## src/rtl/hazard_ctrl_pkg.sv

```systemverilog
// ---------------------------------------------------------------------------
// hazard_ctrl_pkg
// Types shared by the five-stage pipeline and its hazard controller:
//   creg_addr_t : 5-bit architectural register index
//   u64         : 64-bit machine word (PCs, data)
//   hc_state_t  : hazard controller redirect FSM state {RUN, DROP}
// plus the event-counter width and a source-match helper used by load-use
// detection.
// ---------------------------------------------------------------------------
package hazard_ctrl_pkg;

  typedef logic [4:0]  creg_addr_t;
  typedef logic [63:0] u64;

  // RUN : normal operation, redirects are applied immediately.
  // DROP: a redirect is pending behind an outstanding ibus request; the
  //       stale response must be discarded before fetch restarts.
  typedef enum logic [0:0] {
    RUN  = 1'b0,
    DROP = 1'b1
  } hc_state_t;

  localparam int unsigned HC_CNT_W = 32;

  // True when a decode source operand is actually read and names the
  // register being produced in execute.
  function automatic logic src_hit(
    input creg_addr_t rs,
    input logic       use_rs,
    input creg_addr_t dst
  );
    return use_rs & (rs == dst);
  endfunction

endpackage : hazard_ctrl_pkg

```

## src/rtl/hazard_ctrl_event_counter.sv

```systemverilog
// ---------------------------------------------------------------------------
// event_counter
// Free-running wrap-around event counter.
//   clk    : clock
//   resetn : asynchronous active-low reset, clears the count
//   en_i   : count one event this cycle
//   cnt_o  : current count (wraps from all-ones to zero, no saturation)
// ---------------------------------------------------------------------------
module event_counter #(
  parameter int unsigned WIDTH = 32
) (
  input  logic             clk,
  input  logic             resetn,
  input  logic             en_i,
  output logic [WIDTH-1:0] cnt_o
);

  logic [WIDTH-1:0] cnt_q;
  logic [WIDTH-1:0] cnt_d;

  // Next count: increment on an event, natural modulo-2^WIDTH wrap.
  always_comb begin
    cnt_d = cnt_q;
    if (en_i) begin
      cnt_d = cnt_q + WIDTH'(1);
    end else begin
      cnt_d = cnt_q;
    end
  end

  // Count register.
  always_ff @(posedge clk or negedge resetn) begin
    if (!resetn) begin
      cnt_q <= '0;
    end else begin
      cnt_q <= cnt_d;
    end
  end

  assign cnt_o = cnt_q;

endmodule : event_counter

```

## src/rtl/hazard_ctrl.sv

```systemverilog
// ---------------------------------------------------------------------------
// hazard_ctrl
// Pipeline hazard controller for the five-stage RV64 core. Produces the
// per-stage hold (stall_*) and bubble (flush_*) controls, sequences branch
// redirects that collide with an outstanding instruction fetch, and counts
// stall and flush events.
//
// Inputs : clk, resetn (async, active low)
//          if_busy / if_done         ibus request outstanding / response valid
//          mem_busy / ex_busy        dbus access / multicycle unit not done
//          id_rs1/2, id_use_rs1/2    decode sources and whether they are read
//          ex_valid, ex_is_load, ex_dst  execute-stage instruction info
//          br_taken, br_target       taken branch/jump resolved in execute
// Outputs: stall_if/id/ex/mem        hold the named pipeline register
//          flush_id/ex/wb            load a bubble into the named register
//          discard_fetch             drop the ibus response of this cycle
//          redirect_valid/pc         fetch loads redirect_pc this cycle
//          stall_cnt, flush_cnt      32-bit wrapping event counters
//
// Controls are combinational so a hazard is resolved in the cycle it is
// detected; only the FSM state, the pending redirect target and the
// counters are registered.
// ---------------------------------------------------------------------------
module hazard_ctrl
  import hazard_ctrl_pkg::*;
(
  input  logic                clk,
  input  logic                resetn,
  input  logic                if_busy,
  input  logic                if_done,
  input  logic                mem_busy,
  input  logic                ex_busy,
  input  creg_addr_t          id_rs1,
  input  creg_addr_t          id_rs2,
  input  logic                id_use_rs1,
  input  logic                id_use_rs2,
  input  logic                ex_valid,
  input  logic                ex_is_load,
  input  creg_addr_t          ex_dst,
  input  logic                br_taken,
  input  u64                  br_target,
  output logic                stall_if,
  output logic                stall_id,
  output logic                stall_ex,
  output logic                stall_mem,
  output logic                flush_id,
  output logic                flush_ex,
  output logic                flush_wb,
  output logic                discard_fetch,
  output logic                redirect_valid,
  output u64                  redirect_pc,
  output logic [HC_CNT_W-1:0] stall_cnt,
  output logic [HC_CNT_W-1:0] flush_cnt
);

  hc_state_t state_q;
  hc_state_t state_d;
  u64        tgt_q;
  u64        tgt_d;

  logic cond_m;
  logic cond_x;
  logic cond_l;
  logic cond_b;
  logic b_fire;
  logic l_eff;
  logic in_drop;
  logic rs_hit;

  // Hazard conditions in priority order: a busy memory stage freezes the
  // whole pipe, a busy execute unit freezes the front, then branch beats
  // load-use.
  always_comb begin
    cond_m = mem_busy;
    cond_x = ex_busy & ~cond_m;
    rs_hit = src_hit(id_rs1, id_use_rs1, ex_dst) |
             src_hit(id_rs2, id_use_rs2, ex_dst);
    cond_l = ex_valid & ex_is_load & (ex_dst != 5'd0) & rs_hit &
             ~cond_m & ~cond_x;
    cond_b = ex_valid & br_taken & ~cond_m & ~cond_x;
    in_drop = (state_q == DROP);
    // Execute holds a bubble during DROP, so a branch there is not real.
    b_fire = cond_b & ~in_drop;
    // A firing branch flushes the load's consumer, so its stall is moot.
    l_eff  = cond_l & ~b_fire;
  end

  // Redirect sequencing: immediate redirect when no fetch is in flight,
  // otherwise park the target until the stale response returns.
  always_comb begin
    state_d        = state_q;
    tgt_d          = tgt_q;
    redirect_valid = 1'b0;
    redirect_pc    = tgt_q;
    discard_fetch  = 1'b0;
    case (state_q)
      RUN: begin
        if (b_fire) begin
          if (if_busy & ~if_done) begin
            state_d = DROP;
            tgt_d   = br_target;
          end else begin
            // A response landing now belongs to the flushed path; the
            // decode flush kills it.
            redirect_valid = 1'b1;
            redirect_pc    = br_target;
          end
        end else begin
          state_d = RUN;
        end
      end
      DROP: begin
        if (if_done) begin
          discard_fetch  = 1'b1;
          redirect_valid = 1'b1;
          redirect_pc    = tgt_q;
          state_d        = RUN;
        end else begin
          state_d = DROP;
        end
      end
      default: begin
        state_d = RUN;
      end
    endcase
  end

  // Per-stage controls. DROP keeps fetch held and decode empty while the
  // later stages follow the ordinary busy/load-use rules.
  always_comb begin
    stall_if  = cond_m | cond_x | l_eff | in_drop;
    stall_id  = cond_m | cond_x | l_eff;
    stall_ex  = cond_m | cond_x;
    // On a multicycle stall the memory register takes a bubble instead.
    stall_mem = cond_m;
    flush_id  = b_fire | in_drop;
    flush_ex  = b_fire | l_eff;
    flush_wb  = cond_m;
  end

  // FSM state and pending redirect target.
  always_ff @(posedge clk or negedge resetn) begin
    if (!resetn) begin
      state_q <= RUN;
      tgt_q   <= 64'd0;
    end else begin
      state_q <= state_d;
      tgt_q   <= tgt_d;
    end
  end

  event_counter #(
    .WIDTH (HC_CNT_W)
  ) u_stall_cnt (
    .clk    (clk),
    .resetn (resetn),
    .en_i   (stall_if),
    .cnt_o  (stall_cnt)
  );

  event_counter #(
    .WIDTH (HC_CNT_W)
  ) u_flush_cnt (
    .clk    (clk),
    .resetn (resetn),
    .en_i   (b_fire),
    .cnt_o  (flush_cnt)
  );

endmodule : hazard_ctrl

```

## config.mk

```make
export PLATFORM = sky130hd
export DESIGN_NAME = hazard_ctrl
export DESIGN_NICKNAME = d
export VERILOG_FILES = /design/src/rtl/hazard_ctrl_pkg.sv /design/src/rtl/hazard_ctrl_event_counter.sv /design/src/rtl/hazard_ctrl.sv
export SDC_FILE = /design/constraint.sdc
export NUM_CORES = 1
export LEC_CHECK = 0
export CORE_UTILIZATION = 25
export CTS_BUF_LIST = sky130_fd_sc_hd__clkbuf_8 sky130_fd_sc_hd__clkbuf_16
export CTS_CLUSTER_SIZE = 30
export DETAILED_ROUTE_END_ITERATION = 12
export PLACE_DENSITY_LB_ADDON = 0.25
export SLEW_MARGIN = 20
export SYNTH_ARGS = -nofsm -noshare
export SYNTH_HDL_FRONTEND = slang
export SYNTH_SLANG_ARGS = --single-unit
```

## constraint.sdc

```tcl
create_clock -name clk -period 5.7 [get_ports clk]
set_input_delay 1.14 -clock clk [delete_from_list [all_inputs] [get_ports clk]]
set_output_delay 1.14 -clock clk [all_outputs]
set_load 0.02 [all_outputs]
```

# ---- Word level (Yosys, flattened, before mapping)
# Cells that the tools add are included.
dict set report totals {
  ff_bits 129
  inputBits 90
  output_inout_bits 137
  wordCells 47
}
dict set report classes {
  n_addsub 2
  n_eq_ne 2
  mux 12
  bitwise_logic 25
  n_reduce_logical 2
}
# operator n
set op_table {}
lappend op_table {{64-bit 2-to-1 mux} 2}
lappend op_table {{64-bit case mux with 2 select lines} 1}
lappend op_table {{32-bit by 1-bit adder with 32-bit output, second input constant} 2}
lappend op_table {{1-bit bitwise AND} 14}
lappend op_table {{5-bit == test} 2}
lappend op_table {{1-bit 2-to-1 mux} 7}
lappend op_table {{1-bit OR} 6}
lappend op_table {{1-bit NOT} 5}
lappend op_table {{5-bit nonzero test} 1}
lappend op_table {{1-bit case mux with 2 select lines} 2}
lappend op_table {{3-bit AND reduction} 1}

# ---- Depth between registers and ports, before layout
dict set report depth {
  word_depth 9
  ltp_mapped 9
  depth_no_buf 6
}

# ---- Modules after synthesis
# Synthesis repeated with hierarchy kept, for this count alone.
dict set report hier_totals {
  cells_unflattened 490
  hier_area_um2 6384.9
}
# module instances cells_per_inst area_each_um2 seq_area_each_um2
set by_module_without_submodules {}
lappend by_module_without_submodules {hazard_ctrl 1 244 3487.1 1626.6}
lappend by_module_without_submodules {event_counter 2 123 1448.9 800.8}

# ---- Worst setup path before layout
# No wires, ideal clock.
dict set report synth_path {
  kind {input to output}
  from {input port mem_busy}
  to {output port redirect_pc[14]}
  arrival_ns 2.776
  required_time_ns 4.560
  slack_ns 1.784
  cell_stages 6
  path_cell_list {nor3_1 nand3_1 nor2_1 clkbuf_1 clkbuf_1 mux2_2}
}
dict set report synth_via {
  elab_chain_cells 7
  elab_cells_between_ends 8
  classes_between {mux (2); bitwise (6)}
}
# element line_no
set synth_lines {}
lappend synth_lines {{start, declared} hazard_ctrl.sv:31} ;# input logic mem_busy,
lappend synth_lines {{1-bit NOT *} {hazard_ctrl.sv:75, hazard_ctrl.sv:80}}
lappend synth_lines {{1-bit bitwise AND} hazard_ctrl.sv:75} ;# cond_x = ex_busy & ~cond_m;
lappend synth_lines {{1-bit NOT} hazard_ctrl.sv:80} ;# cond_b = ex_valid & br_taken & ~cond_m & ~cond_x;
lappend synth_lines {{1-bit bitwise AND *} hazard_ctrl.sv:80}
lappend synth_lines {{1-bit bitwise AND *} hazard_ctrl.sv:83} ;# b_fire = cond_b & ~in_drop;
lappend synth_lines {{64-bit 2-to-1 mux *} hazard_ctrl.sv:98} ;# if (b_fire) begin
lappend synth_lines {{64-bit case mux with 2 select lines *} hazard_ctrl.sv:96} ;# case (state_q)
lappend synth_lines {{end, declared} hazard_ctrl.sv:51} ;# output u64 redirect_pc,
# Every way passes the cells marked *; elsewhere a longest branch is shown, timed or not.

# ---- Worst setup path after layout
dict set report layout_path {
  from {input port mem_busy}
  to {output port redirect_pc[21]}
}
# Same word-level chain as after synthesis.

==> run metrics <==
reg2reg end u_stall_cnt.cnt_o[25]; Top Metal Used met4; clock root buffer clkbuf_16; switching share of power 28.42%; register area around 0.0032 mm2; post-synthesis mux area share 23.02%; crit-path cells clkdlybuf4s50_1, nor3_1, nand3_1, nor2_4, buf_4, mux2_2, clkdlybuf4s50_1; area of placed instances 0.008897 mm2; Initial Util 25.72%; I/O pin count about 230; WHS roughly 0.46 ns; CTS clk-pin slew, worst paths about 0.060 ns; die extent in y 160.9 um; die width 160.9 um; Flop pwr share 34.9%; fmax 0.2059 GHz; Rows 57; total CTS buffers 17; CTS tree built; Vias 4,696; Residual DRC 0; Min-Delay Path Class reg2reg; sequential fraction of the synthesis area 51.16%; logic gate share of total power 27.4%; htree depth 4; Fillers 2,389; Crit path largest cell delay 0.54 ns; Internal Power 2456 uW; PostCTS Resize Cnt 0; FF+latch count, synth 129; DIE AREA between 0.02 and 0.03 mm2; crit-path leading delay family buffers and inverters; Non-Filler Instances 1,069; synth cell count leaders 129 x dfrtp_1, 129 x mux2_2, 44 x xnor2_1; FF-to-FF Start u_stall_cnt.cnt_o[4]; Yosys cell types 36; area of the multi-input gates between 0.002 and 0.003 mm2; gpl congestion 0.7683; clock share of power 37.7%; Final Hold Vio Count 0; initial detailed-routing violation count 189; Max-Cap Viols 0; Via density around 4.4; GR Overflow Total 0; top post-synthesis cells by area dfrtp_1 51%, mux2_2 23%, xnor2_1 6.1%; largest net degree at the start of global routing 76; Syn Nets 602; simple logic cell fraction of the synthesized area 12.04%; crit path capture type output port; initial antenna violation count 0; critical path type in2out; vias in the first global route 4,961; reg2reg setup slack 3.02 ns; RSZ-0062 raised after global routing false; outcome finished, final reports clean; yosys warns 0; Final Skew 0.01088 ns; hold_sp u_stall_cnt.cnt_o[31]; Final Net Count ~820; Synth Area in Compound Gates less than 1%; CTS Buffer Depth 2; min Tclk post-route 4.857 ns; Met3 Routed Length ~1.2 mm; Async SR Flop Fraction 100.0%; first drt pass iteration count 4; sw power 974.9 uW; CP max stage cell clkdlybuf4s50_1; CP startpoint kind primary input; Max-slew headroom 38.99%; Tot GR Track Use 13.07%; Power Dens Cells 357.5 mW/mm2; largest family of logic cells by synthesized area multiplexers; # clock sinks 129; diodes inserted 0; cell mode on critical path clkdlybuf4s50_1; Slew Viols, Final 0; Max IR drop VDD 261.0 uV; hold_buf cts 0; Setup TNS 0 ns; leakage power a little under 0.004 uW; CP Max Fanout 36; metal2 WL 7.826 mm; Cells after Synth 510; Synth top area share 51.16%; Final setup viols 0; DRT antenna net count 0; Synth Area in Adders 0.3966%; wire length per cell around 15 um; Hold Path Depth 1; CP Buf/Inv Count 3; core area around 0.025 mm2; EDFF count, synth 0; Area Growth Syn to Fin 52.07%; Worst Path Required 4.56 ns; Synth area leader dfrtp_1; Least-Margin Pin Slew 0.9152 ns; final wirelength approximately 16 mm; share of layout cells above drive strength 1 23.89%; cell area after layout 0.009595 mm2; first-pass GRT wire length between 20 and 30 mm; Post CTS Setup Buffer Count 0; port bufs ~230; Layout Utilization 39.11%; CP arrival 3.72 ns; DP HPWL 11.62 mm; period utilization between 80% and 90%; WL met1 7.045 mm; DP Cell Count roughly 1,000; Netlist Area Pre-Place 0.006310 mm2; Post-Synth XOR/XNOR Area 9.994%; Mapped Avg Cell Area 12.37 um2; Main synth FF type dfrtp_1; r2r worst-path depth 6; end of the worst hold path u_stall_cnt.cnt_o[31]; latest clock arrival within the worst-skew pair 0.41 ns
-- registers in the layout (all words and copies together) (netlist names) --
register           cells
tgt_q                 64
u_flush_cnt.cnt_o     32
u_stall_cnt.cnt_o     32
in_drop                1
-- layout make-up --
cell class	count	area share (%)
timing repair buffer	230	23.90
clock buffer	18	4.577
sequential	129	33.64
multi-input combinational	341	30.45
tap	324	4.225
clock inverter	14	2.699
inverter	13	0.5085
-- cell families (layout without fill, tap and decap cells) --
logic type / after synthesis / count (layout)
AO/OA/AOI/OAI: 6 / 6
flip-flops: 129 / 129
XOR/XNOR: 72 / 72
AND/OR/NAND/NOR: 132 / 132
multiplexers: 129 / 129
adder cells (fa/ha/maj): 2 / 2
buffers and inverters: 40 / 275
-- cell usage in the layout, fill, tap and decap left out, types with 2 or more instances in the layout --
cell type,n
xnor2_1,44
or3_1,5
nor3_1,13
nand3_1,14
or4_1,2
and3_1,7
nor4_1,10
bufinv_16,7
clkbuf_16,17
inv_1,14
nand2_1,30
nor4_2,4
and2_1,3
clkinv_2,2
or2_2,2
dfrtp_1,129
mux2_2,129
clkinv_4,2
nor2_1,13
buf_4,4
clkdlybuf4s50_1,225
inv_6,2
ha_1,2
and4_1,4
nor4b_1,2
nand4_1,16
xor2_1,28
-- how the worst max path moves through the flow --
stage / cells after the start / startpoint / slack, ns / to
finish: 7 / mem_busy / 0.84 / redirect_pc[21]
global route: 7 / mem_busy / 0.68 / redirect_pc[21]
CTS: 7 / mem_busy / 0.82 / redirect_pc[16]
detailed placement: 7 / mem_busy / 0.85 / redirect_pc[21]
global placement: 7 / mem_busy / 0.89 / redirect_pc[16]
floorplan: 6 / mem_busy / 1.78 / redirect_pc[14]
-- power groups by stage --
stage	clock, uW	sequential, uW	combinational (uW)
CTS	1340	1200	955
detailed placement	0	1210	951
finish	1290	1200	940
global route	1380	1220	1010
global placement	0	1220	948
floorplan	0	1260	429
-- stage by stage --
step / worst slack [ns] / total power, uW
finish: 0.8434 / 3431
global route: 0.6758 / 3614
CTS: 0.8187 / 3492
detailed placement: 0.8510 / 2164
global placement: 0.8908 / 2164
floorplan: 1.784 / 1686
-- per-layer routing --
layer | up-vias | GRT usage (%)
met4 | 0 | 3.173
met5 | - | 0
met2 | 133 | 21.45
li1 | 2237 | -
met1 | 2314 | 15.94
met3 | 12 | 5.217
No activity file was read; power rests on OpenSTA's default activity.
